==> src/rtl/arbitro_rr_param.sv <==
// ============================================================================
// Module   : arbitro_rr_param
// Purpose  : N_IN -> N_OUT FIFO-bank arbiter with round-robin or fixed
//            priority, per-destination backpressure, burst hold and
//            per-output transfer counters.
// Revision : 1.0 - initial release
// ============================================================================
`default_nettype none

module arbitro_rr_param #(
    parameter int N_IN      = 4,
    parameter int N_OUT     = 4,
    parameter int DEST_W    = 2,
    parameter int SEL_W     = 2,
    parameter int PRIO_MODE = 0,
    parameter int BURST_LEN = 1,
    parameter int CNT_W     = 8
) (
    input  logic                    clk,
    input  logic                    reset,
    input  logic                    enable,
    input  logic [N_IN-1:0]         empty,
    input  logic [N_IN*DEST_W-1:0]  destino,
    input  logic [N_OUT-1:0]        full,
    input  logic                    cnt_clr,
    output logic [N_IN-1:0]         pop,
    output logic [N_OUT-1:0]        push,
    output logic [SEL_W-1:0]        demux,
    output logic [DEST_W-1:0]       dest_sel,
    output logic                    busy,
    output logic [N_OUT*CNT_W-1:0]  cnt
);

    typedef enum logic [0:0] {
        ST_IDLE  = 1'b0,
        ST_BURST = 1'b1
    } state_t;

    state_t              r_state;
    logic [SEL_W-1:0]    r_rr_ptr;
    logic [SEL_W-1:0]    r_owner;
    logic [3:0]          r_burst_cnt;

    logic [DEST_W-1:0]   w_dest [N_IN];
    logic [N_IN-1:0]     w_elig;
    logic                w_owner_keep;
    logic                w_found;
    logic [SEL_W-1:0]    w_grant;
    logic [SEL_W-1:0]    w_idx;
    logic [SEL_W-1:0]    w_grant_nxt;
    logic [SEL_W-1:0]    w_owner_nxt;
    logic                w_xfer;

    // An out-of-range destination is treated as blocked rather than indexing past full.
    always_comb begin
        for (int i = 0; i < N_IN; i++) begin
            w_dest[i] = destino[i*DEST_W +: DEST_W];
            w_elig[i] = enable && !empty[i] && (int'(w_dest[i]) < N_OUT) && !full[w_dest[i]];
        end
    end

    // Scans run from last to first candidate so the earliest eligible one is assigned last.
    always_comb begin
        w_owner_keep = (r_state == ST_BURST) && w_elig[r_owner];
        w_found      = 1'b0;
        w_grant      = '0;
        w_idx        = '0;
        if (w_owner_keep) begin
            w_found = 1'b1;
            w_grant = r_owner;
        end else if (PRIO_MODE == 1) begin
            for (int i = N_IN-1; i >= 0; i--) begin
                w_idx = SEL_W'(i);
                if (w_elig[w_idx]) begin
                    w_found = 1'b1;
                    w_grant = w_idx;
                end
            end
        end else begin
            for (int k = N_IN-1; k >= 0; k--) begin
                w_idx = SEL_W'((int'(r_rr_ptr) + k) % N_IN);
                if (w_elig[w_idx]) begin
                    w_found = 1'b1;
                    w_grant = w_idx;
                end
            end
        end
    end

    always_comb begin
        w_grant_nxt = (w_grant == SEL_W'(N_IN-1)) ? '0 : w_grant + 1'b1;
        w_owner_nxt = (r_owner == SEL_W'(N_IN-1)) ? '0 : r_owner + 1'b1;
    end

    // Reset gates the strobes directly so they drop without waiting for the flops.
    always_comb begin
        w_xfer   = w_found && !reset;
        pop      = '0;
        push     = '0;
        demux    = '0;
        dest_sel = '0;
        busy     = 1'b0;
        if (w_xfer) begin
            pop      = {{(N_IN-1){1'b0}}, 1'b1} << w_grant;
            push     = {{(N_OUT-1){1'b0}}, 1'b1} << w_dest[w_grant];
            demux    = w_grant;
            dest_sel = w_dest[w_grant];
            busy     = 1'b1;
        end
    end

    always_ff @(posedge clk or posedge reset) begin
        if (reset) begin
            r_state     <= ST_IDLE;
            r_rr_ptr    <= '0;
            r_owner     <= '0;
            r_burst_cnt <= '0;
        end else begin
            case (r_state)
                ST_IDLE: begin
                    if (w_found) begin
                        if (BURST_LEN > 1) begin
                            r_state     <= ST_BURST;
                            r_owner     <= w_grant;
                            r_burst_cnt <= 4'd1;
                        end else begin
                            r_rr_ptr <= w_grant_nxt;
                        end
                    end
                end
                ST_BURST: begin
                    if (enable) begin
                        if (w_owner_keep &&
                            (({1'b0, r_burst_cnt} + 5'd1) < 5'(BURST_LEN))) begin
                            r_burst_cnt <= r_burst_cnt + 4'd1;
                        end else begin
                            r_state     <= ST_IDLE;
                            r_rr_ptr    <= w_owner_nxt;
                            r_burst_cnt <= '0;
                        end
                    end
                end
                default: begin
                    r_state <= ST_IDLE;
                end
            endcase
        end
    end

    generate
        for (genvar j = 0; j < N_OUT; j++) begin : g_cnt
            logic [CNT_W-1:0] r_cnt;
            always_ff @(posedge clk or posedge reset) begin
                if (reset) begin
                    r_cnt <= '0;
                end else if (cnt_clr) begin
                    r_cnt <= '0;
                end else if (push[j]) begin
                    r_cnt <= r_cnt + 1'b1;
                end
            end
            assign cnt[j*CNT_W +: CNT_W] = r_cnt;
        end
    endgenerate

endmodule

`default_nettype wire

==> config.mk <==
export PLATFORM = sky130hd
export DESIGN_NAME = arbitro_rr_param
export DESIGN_NICKNAME = d
export VERILOG_FILES = /design/src/rtl/arbitro_rr_param.sv
export SDC_FILE = /design/constraint.sdc
export NUM_CORES = 1
export LEC_CHECK = 0
export CAP_MARGIN = 15
export CORE_MARGIN = 2
export CORE_UTILIZATION = 45
export DETAILED_ROUTE_END_ITERATION = 7
export GPL_TIMING_DRIVEN = 0
export PLACE_DENSITY = 0.85
export RECOVER_POWER = 50
export SLEW_MARGIN = 20
export SYNTH_ARGS = -nofsm -noshare
export SYNTH_HDL_FRONTEND = slang
export SYNTH_SLANG_ARGS = --single-unit
==> constraint.sdc <==
create_clock -name clk -period 4.5 [get_ports clk]
set_input_delay 0.675 -clock clk [delete_from_list [all_inputs] [get_ports clk]]
set_output_delay 0.675 -clock clk [all_outputs]
set_load 0.01 [all_outputs]
==> flow_summary.yaml, run 1 <==
timing:
  fmax_mhz: 232
  skew_ns: 0.00842
  tns_ns: 0
  setup_viol: 0
  hold_violations: 0
  rsz0062_at_grt: "no"
  worstMarginPinSlew_ns: 0.835
  max-slew-margin-rel_pct: 44.3
  slew_viol_final: 0
  period_needed_ns: 4.31
  min_period_over_period_pct: 95.8
  hold_ws_ns: 0.498
global_routing:
  track_usage_pct: 20.8
  top_usage_layer: "met2"
  grt-ovfl-total: 0
  grt_pass1_vias: 2206
  grt_util_met2_pct: 35.5
  met3_usage_pct: 3.37
  grt_start_max_net_pins: 23
  grt_pass1_wl_um: 10400
  antenna_found_initial: 0
  use_met1_pct: 26.4
outcome:
  status: "finished clean"
finish:
  layout_common_cells: "clkdlybuf4s50_1, dfrtp_1, a21oi_1"
  antenna_cells: 0
  multi_input_area_um2: 1560
  layout-drive-gt1-share_pct: 13.0
  postLayoutCoreUtil_pct: 62.5
  syn2layout_area_growth_pct: 32.4
  layout_commonest_cell: "clkdlybuf4s50_1"
  nNetsFinal: 374
  final_area_um2: 3510
  ff_latch_area_um2: 976
  fillers: 487
setup_path:
  critical_path.max_stage_delay_ns: 0.61
  worstPathRequired_ns: 3.83
  end_kind: "output pin"
  path_common_cell: "clkdlybuf4s50_1"
  cp.buffers_inverters: 5
  critical_path.cell_chain: "clkdlybuf4s50_1 > mux4_2 > o32a_1 > o22ai_2 > buf_6 > mux2i_1 > a22oi_2 > buf_2 > inv_2 > clkdlybuf4s50_1"
  cp_max_fo: 11
  crit_arrival_ns: 3.64
  timing_worst_setup_path_type: "input pin to output pin"
  path_delay_family: "buffers and inverters"
  slowest_stage: "mux4_2"
  startpoint_type: "input pin"
synthesis:
  synthCells: 273
  synth.net_count: 302
  syn_avg_cell_area_um2: 9.70
  synth-seq-cells: 39
  ys_types: 53
  synthFlopType: "dfrtp_1"
  yosysWarnings: 2
  synth_seq_area_share_pct: 36.9
  synth.cell_area_um2: 2650
  synth_edf_count: 0
  async_flop_share_pct: 100
floorplan:
  io_pins: 65
  rows: 27
  initial_core_util_pct: 47.2
  die_area_um2: 6510
  fp.dieH_um: 80.7
  core_area_um2: 5610
  die_w_um: 80.7
cts:
  cts_buffer_depth: 2
  cts_max_level: 2
  cts-root-buf: "clkbuf_8"
  cts_tree: "done"
  cts.sinks: 39
  numCtsBuffers: 5
  clk_latency_ns: 0.29
  clk_pin_slew_ns: 0.07
drt:
  antenna_left: 0
  routed_wl_um: 6460
  drc: 0
  first_pass_iters: 4
  viasPerCell: 5.66
  routedWlPerCell_um: 15.5
  vias: 2362
  first_iter_violations: 77
placed_design:
  place_congestion: 0.819
  port_buffers: 63
  placed_cell_area_um2: 3400
  hpwl_um: 4830
power:
  p_leak_nw: 1.56
  power_density_nw_per_um2: 223
  peakVddDrop_mv: 0.225
  p_total_mw: 0.781
hold_path:
  hold_path_class: "flop to flop"
flow_run:
  maxCapViolCount: 0
-- flip-flops by register name (all words and copies together) (netlist names) --
signal / count
g_cnt.r_cnt: 32
r_state: 1
r_burst_cnt: 4
r_rr_ptr: 2
-- cell families after synthesis --
kind of cell / synth area share [%]
AND/OR/NAND/NOR: 25.6
AO/OA/AOI/OAI: 16.1
flip-flops: 36.9
buffers and inverters: 4.44
multiplexers: 11.5
adder cells (fa/ha/maj): 4.25
XOR/XNOR: 1.32
-- path summary, 6_finish.rpt --
check / start / endpoint / slack, ns / cells after the start
worst min-delay path: r_burst_cnt[3]$_DFFE_PP0P_ / r_burst_cnt[3]$_DFFE_PP0P_ / 0.50 / 1
max in group asynchronous: reset / g_cnt[3].r_cnt[3]$_DFFE_PP0P_ / 2.92 / 3
min in group asynchronous: reset / g_cnt[0].r_cnt[7]$_DFFE_PP0P_ / 1.00 / 2
worst max register to register: r_rr_ptr[1]$_DFFE_PP0P_ / g_cnt[0].r_cnt[7]$_DFFE_PP0P_ / 2.01 / 9
worst min register to register: r_burst_cnt[3]$_DFFE_PP0P_ / r_burst_cnt[3]$_DFFE_PP0P_ / 0.50 / 1
worst max-delay path: destino[2] / push[1] / 0.19 / 10
-- area by class of cell --
class                           instances  area share, %
Multi-Input combinational cell        212           44.6
Clock buffer                            6           2.36
Clock inverter                          1          0.143
Timing Repair Buffer                   65           19.1
Inverter                               12           1.28
Sequential cell                        39           27.8
Buffer                                 10           2.07
Tap cell                               72           2.57
-- stage by stage --
step / setup slack (ns) / instances
after floorplan: 1.14 / 273
after global placement: -0.223 / 408
after detailed placement: -0.0177 / 409
after CTS: 0.0481 / 416
after global routing: 0.0126 / 417
final: 0.189 / 417
-- where the power goes --
part	total (mW)	internal (mW)	switching [mW]	leakage [nW]
sequential	0.368	0.357	0.0111	0.540
clock	0.238	0.120	0.118	0.0470
combinational	0.175	0.0856	0.0890	0.976
total	0.781	0.563	0.218	1.56
-- metal layers --
| metal | vias up | share of wire, % |
|---|---|---|
| met1 | 1138 | 43 |
| met4 | 0 | 1.6 |
| met3 | 11 | 4.7 |
| met5 | - | 0 |
| met2 | 73 | 50 |
| li1 | 1140 | - |
-- cell usage after synthesis, drive strengths merged, types with 2 or more instances --
| library cell | n | area [um^2] |
|---|---|---|
| ha | 9 | 113 |
| nand3b | 2 | 15.0 |
| nand2b | 12 | 75.1 |
| nor3 | 3 | 15.0 |
| or3 | 14 | 87.6 |
| clkbuf | 4 | 15.0 |
| buf | 6 | 57.5 |
| o21ai | 16 | 80.1 |
| xnor2 | 2 | 17.5 |
| nand3 | 11 | 55.1 |
| a21oi | 24 | 120 |
| nor2 | 23 | 98.8 |
| or2b | 2 | 15.0 |
| o31ai | 3 | 22.5 |
| and2 | 12 | 75.1 |
| mux2i | 9 | 90.1 |
| nand4 | 4 | 31.3 |
| a22oi | 3 | 37.5 |
| or4 | 3 | 22.5 |
| nand2 | 14 | 52.6 |
| xor2 | 2 | 17.5 |
| nand4b | 3 | 26.3 |
| a31o | 3 | 26.3 |
| dfrtp | 39 | 976 |
| mux2 | 8 | 97.6 |
| o22ai | 3 | 37.5 |
| and3 | 5 | 31.3 |
| nor2b | 5 | 31.3 |
| mux4 | 5 | 116 |
| inv | 12 | 45.1 |
-- repair_timing --
action	4_1_cts	5_1_grt
resized for setup	1	3
pin swaps	0	1
setup endpoints to repair	1	5
buffers inserted	0	1
hold buffers	0	0
Note: power is estimated with default switching activity, not from simulation.
==> run 2, diff against run 1 <==
- TNS_END_PERCENT: not set -> 100
==> results of run 2 <==
Same layout as run 1: the final DEF is identical, and so are final timing and power.
==> run 3, diff against run 2 <==
- SLEW_MARGIN: 20 -> not set
==> run 3 against run 2 <==
Power up 8.2%. Hold slack better by 0.021 ns. Clock power up 29%. Critical endpoint unchanged. Largest cell class unchanged. Largest power group unchanged. Highest routed layer unchanged.
==> flow_summary.yaml, run 3 (synthesis results as in run 1) <==
timing:
  skew_ns: 0.0147
  hold_ws_ns: 0.519
  setup_viol: 0
  fmax_mhz: 231
  hold_violations: 0
  period_needed_ns: 4.33
  rsz0062_at_grt: "no"
  max-slew-margin-rel_pct: 42.2
  min_period_over_period_pct: 96.3
  tns_ns: 0
  worstMarginPinSlew_ns: 0.866
  slew_viol_final: 0
  layout_setup_ws_ns: 0.169
finish:
  nNetsFinal: 375
  top_register: "g_cnt.r_cnt"
  antenna_cells: 0
  syn2layout_area_growth_pct: 32.9
  layout_commonest_cell: "clkdlybuf4s50_1"
  largest_register_ffs: 32
  layout_common_cells: "clkdlybuf4s50_1, dfrtp_1, a21oi_1"
  layout-drive-gt1-share_pct: 13.5
  top_regs: "g_cnt.r_cnt (32), r_burst_cnt (4), r_rr_ptr (2)"
  fillers: 484
  ff_latch_area_um2: 976
  multi_input_area_um2: 1560
floorplan:
  rows: 27
  io_pins: 65
  die_area_um2: 6510
  die_w_um: 80.7
  core_area_um2: 5610
  fp.dieH_um: 80.7
  initial_core_util_pct: 47.2
cts:
  hold_buffers: 0
  clk_latency_ns: 0.30
  numCtsBuffers: 5
  cts_max_level: 2
  cts_tree: "done"
  clk_pin_slew_ns: 0.07
  cts.sinks: 39
  cts_buffer_depth: 2
  cts-root-buf: "clkbuf_8"
setup_path:
  timing_worst_setup_path_type: "input pin to output pin"
  cp_max_fo: 10
  end_kind: "output pin"
  worstPathRequired_ns: 3.83
  crit_arrival_ns: 3.66
  r2r_slack_ns: 1.99
  startpoint_type: "input pin"
  r2r-end: "g_cnt[2].r_cnt[5]$_DFFE_PP0P_"
  worst_r2r_startpoint: "r_rr_ptr[1]$_DFFE_PP0P_"
  reg2reg_depth: 9
global_routing:
  grt_start_max_net_pins: 41
  antenna_found_initial: 0
  grt_pass1_wl_um: 10500
  grt_pass1_vias: 2236
  track_usage_pct: 21.0
  grt-ovfl-total: 0
placed_design:
  port_buffers: 63
  place_ws_ns: -0.0114
  place_congestion: 0.819
  hpwl_um: 4770
drt:
  viasPerCell: 5.59
  drc: 0
  antenna_left: 0
  first_pass_iters: 4
  vias: 2343
  routedWlPerCell_um: 15.4
  first_iter_violations: 92
  routed_wl_um: 6450
hold_path:
  hold_depth: 1
  hold_start: "r_burst_cnt[1]$_DFFE_PP0P_"
  hold_path_class: "flop to flop"
  worstHoldEndpoint: "r_burst_cnt[1]$_DFFE_PP0P_"
flow_run:
  maxCapViolCount: 0
power:
  peakVddDrop_mv: 0.309
  p_leak_nw: 1.57
  power_density_nw_per_um2: 240
  p_total_mw: 0.845
outcome:
  status: "finished clean"
-- run 3: cell count changes in the layout (fill, tap and decap cells not counted), sizes merged --
cell / delta
bufinv: +1
buf: +1
-- run 3: layout make-up --
type,instances,area share [%]
multi-input cells,212,44.3
plain buffers,10,2.06
repair buffers,66,18.7
clock buffers,6,2.35
well taps,72,2.56
clock inverters,2,0.996
flip-flops and latches,39,27.7
inverters,12,1.28
-- run 3: worst max-delay path, stage by stage --
cell	delay [ns]
clkdlybuf4s50_1	0.59
mux4_2	0.61
nor2_2	0.20
o41ai_4	0.12
inv_2	0.18
and4_4	0.22
buf_6	0.13
a22oi_2	0.08
buf_2	0.18
inv_2	0.11
clkdlybuf4s50_1	0.54
-- run 3: metrics by stage --
| step | instance area [um^2] | utilization [%] | instances |
|---|---|---|---|
| after global routing | 3520 | 62.7 | 419 |
| after floorplan | 2650 | - | 273 |
| final | 3520 | 62.7 | 419 |
| after detailed placement | 3370 | 60.1 | 408 |
| after global placement | 3370 | 60.1 | 408 |
| after CTS | 3490 | 62.2 | 416 |
-- run 3: report_power, final --
part / internal, mW / switching, mW
sequential: 0.357 / 0.0105
combinational: 0.0835 / 0.0884
clock: 0.180 / 0.126
-- run 3: worst max-delay path by stage --
| stage | start | to | slack (ns) | depth (start not counted) |
|---|---|---|---|---|
| 3_3_place_gp | reset | push[1] | -0.22 | 10 |
| 4_1_cts | destino[0] | push[2] | 0.04 | 10 |
| 5_1_grt | destino[2] | push[1] | 0.01 | 11 |
| 6_report | destino[2] | push[1] | 0.17 | 11 |
| 3_5_place_dp | destino[0] | dest_sel[0] | -0.01 | 8 |
| 2_1_floorplan | reset | push[2] | 1.14 | 8 |
-- run 3: timing repair --
action | CTS | global route
endpoints found under the hold margin | 0 | 0
setup endpoints to repair | 1 | 5
gates resized for setup | 1 | 2
pin swaps | 0 | 2
setup buffers | 0 | 3
cloned | 0 | 0
-- run 3: routing by layer --
layer	wire [um]	track usage [%]	vias up	part of all wire [%]
met3	278	3.71	6	4.3
met5	0	0	-	0
li1	-	-	1141	-
met4	99	8.14	0	1.5
met2	3330	36.3	60	52
met1	2740	26.1	1136	42
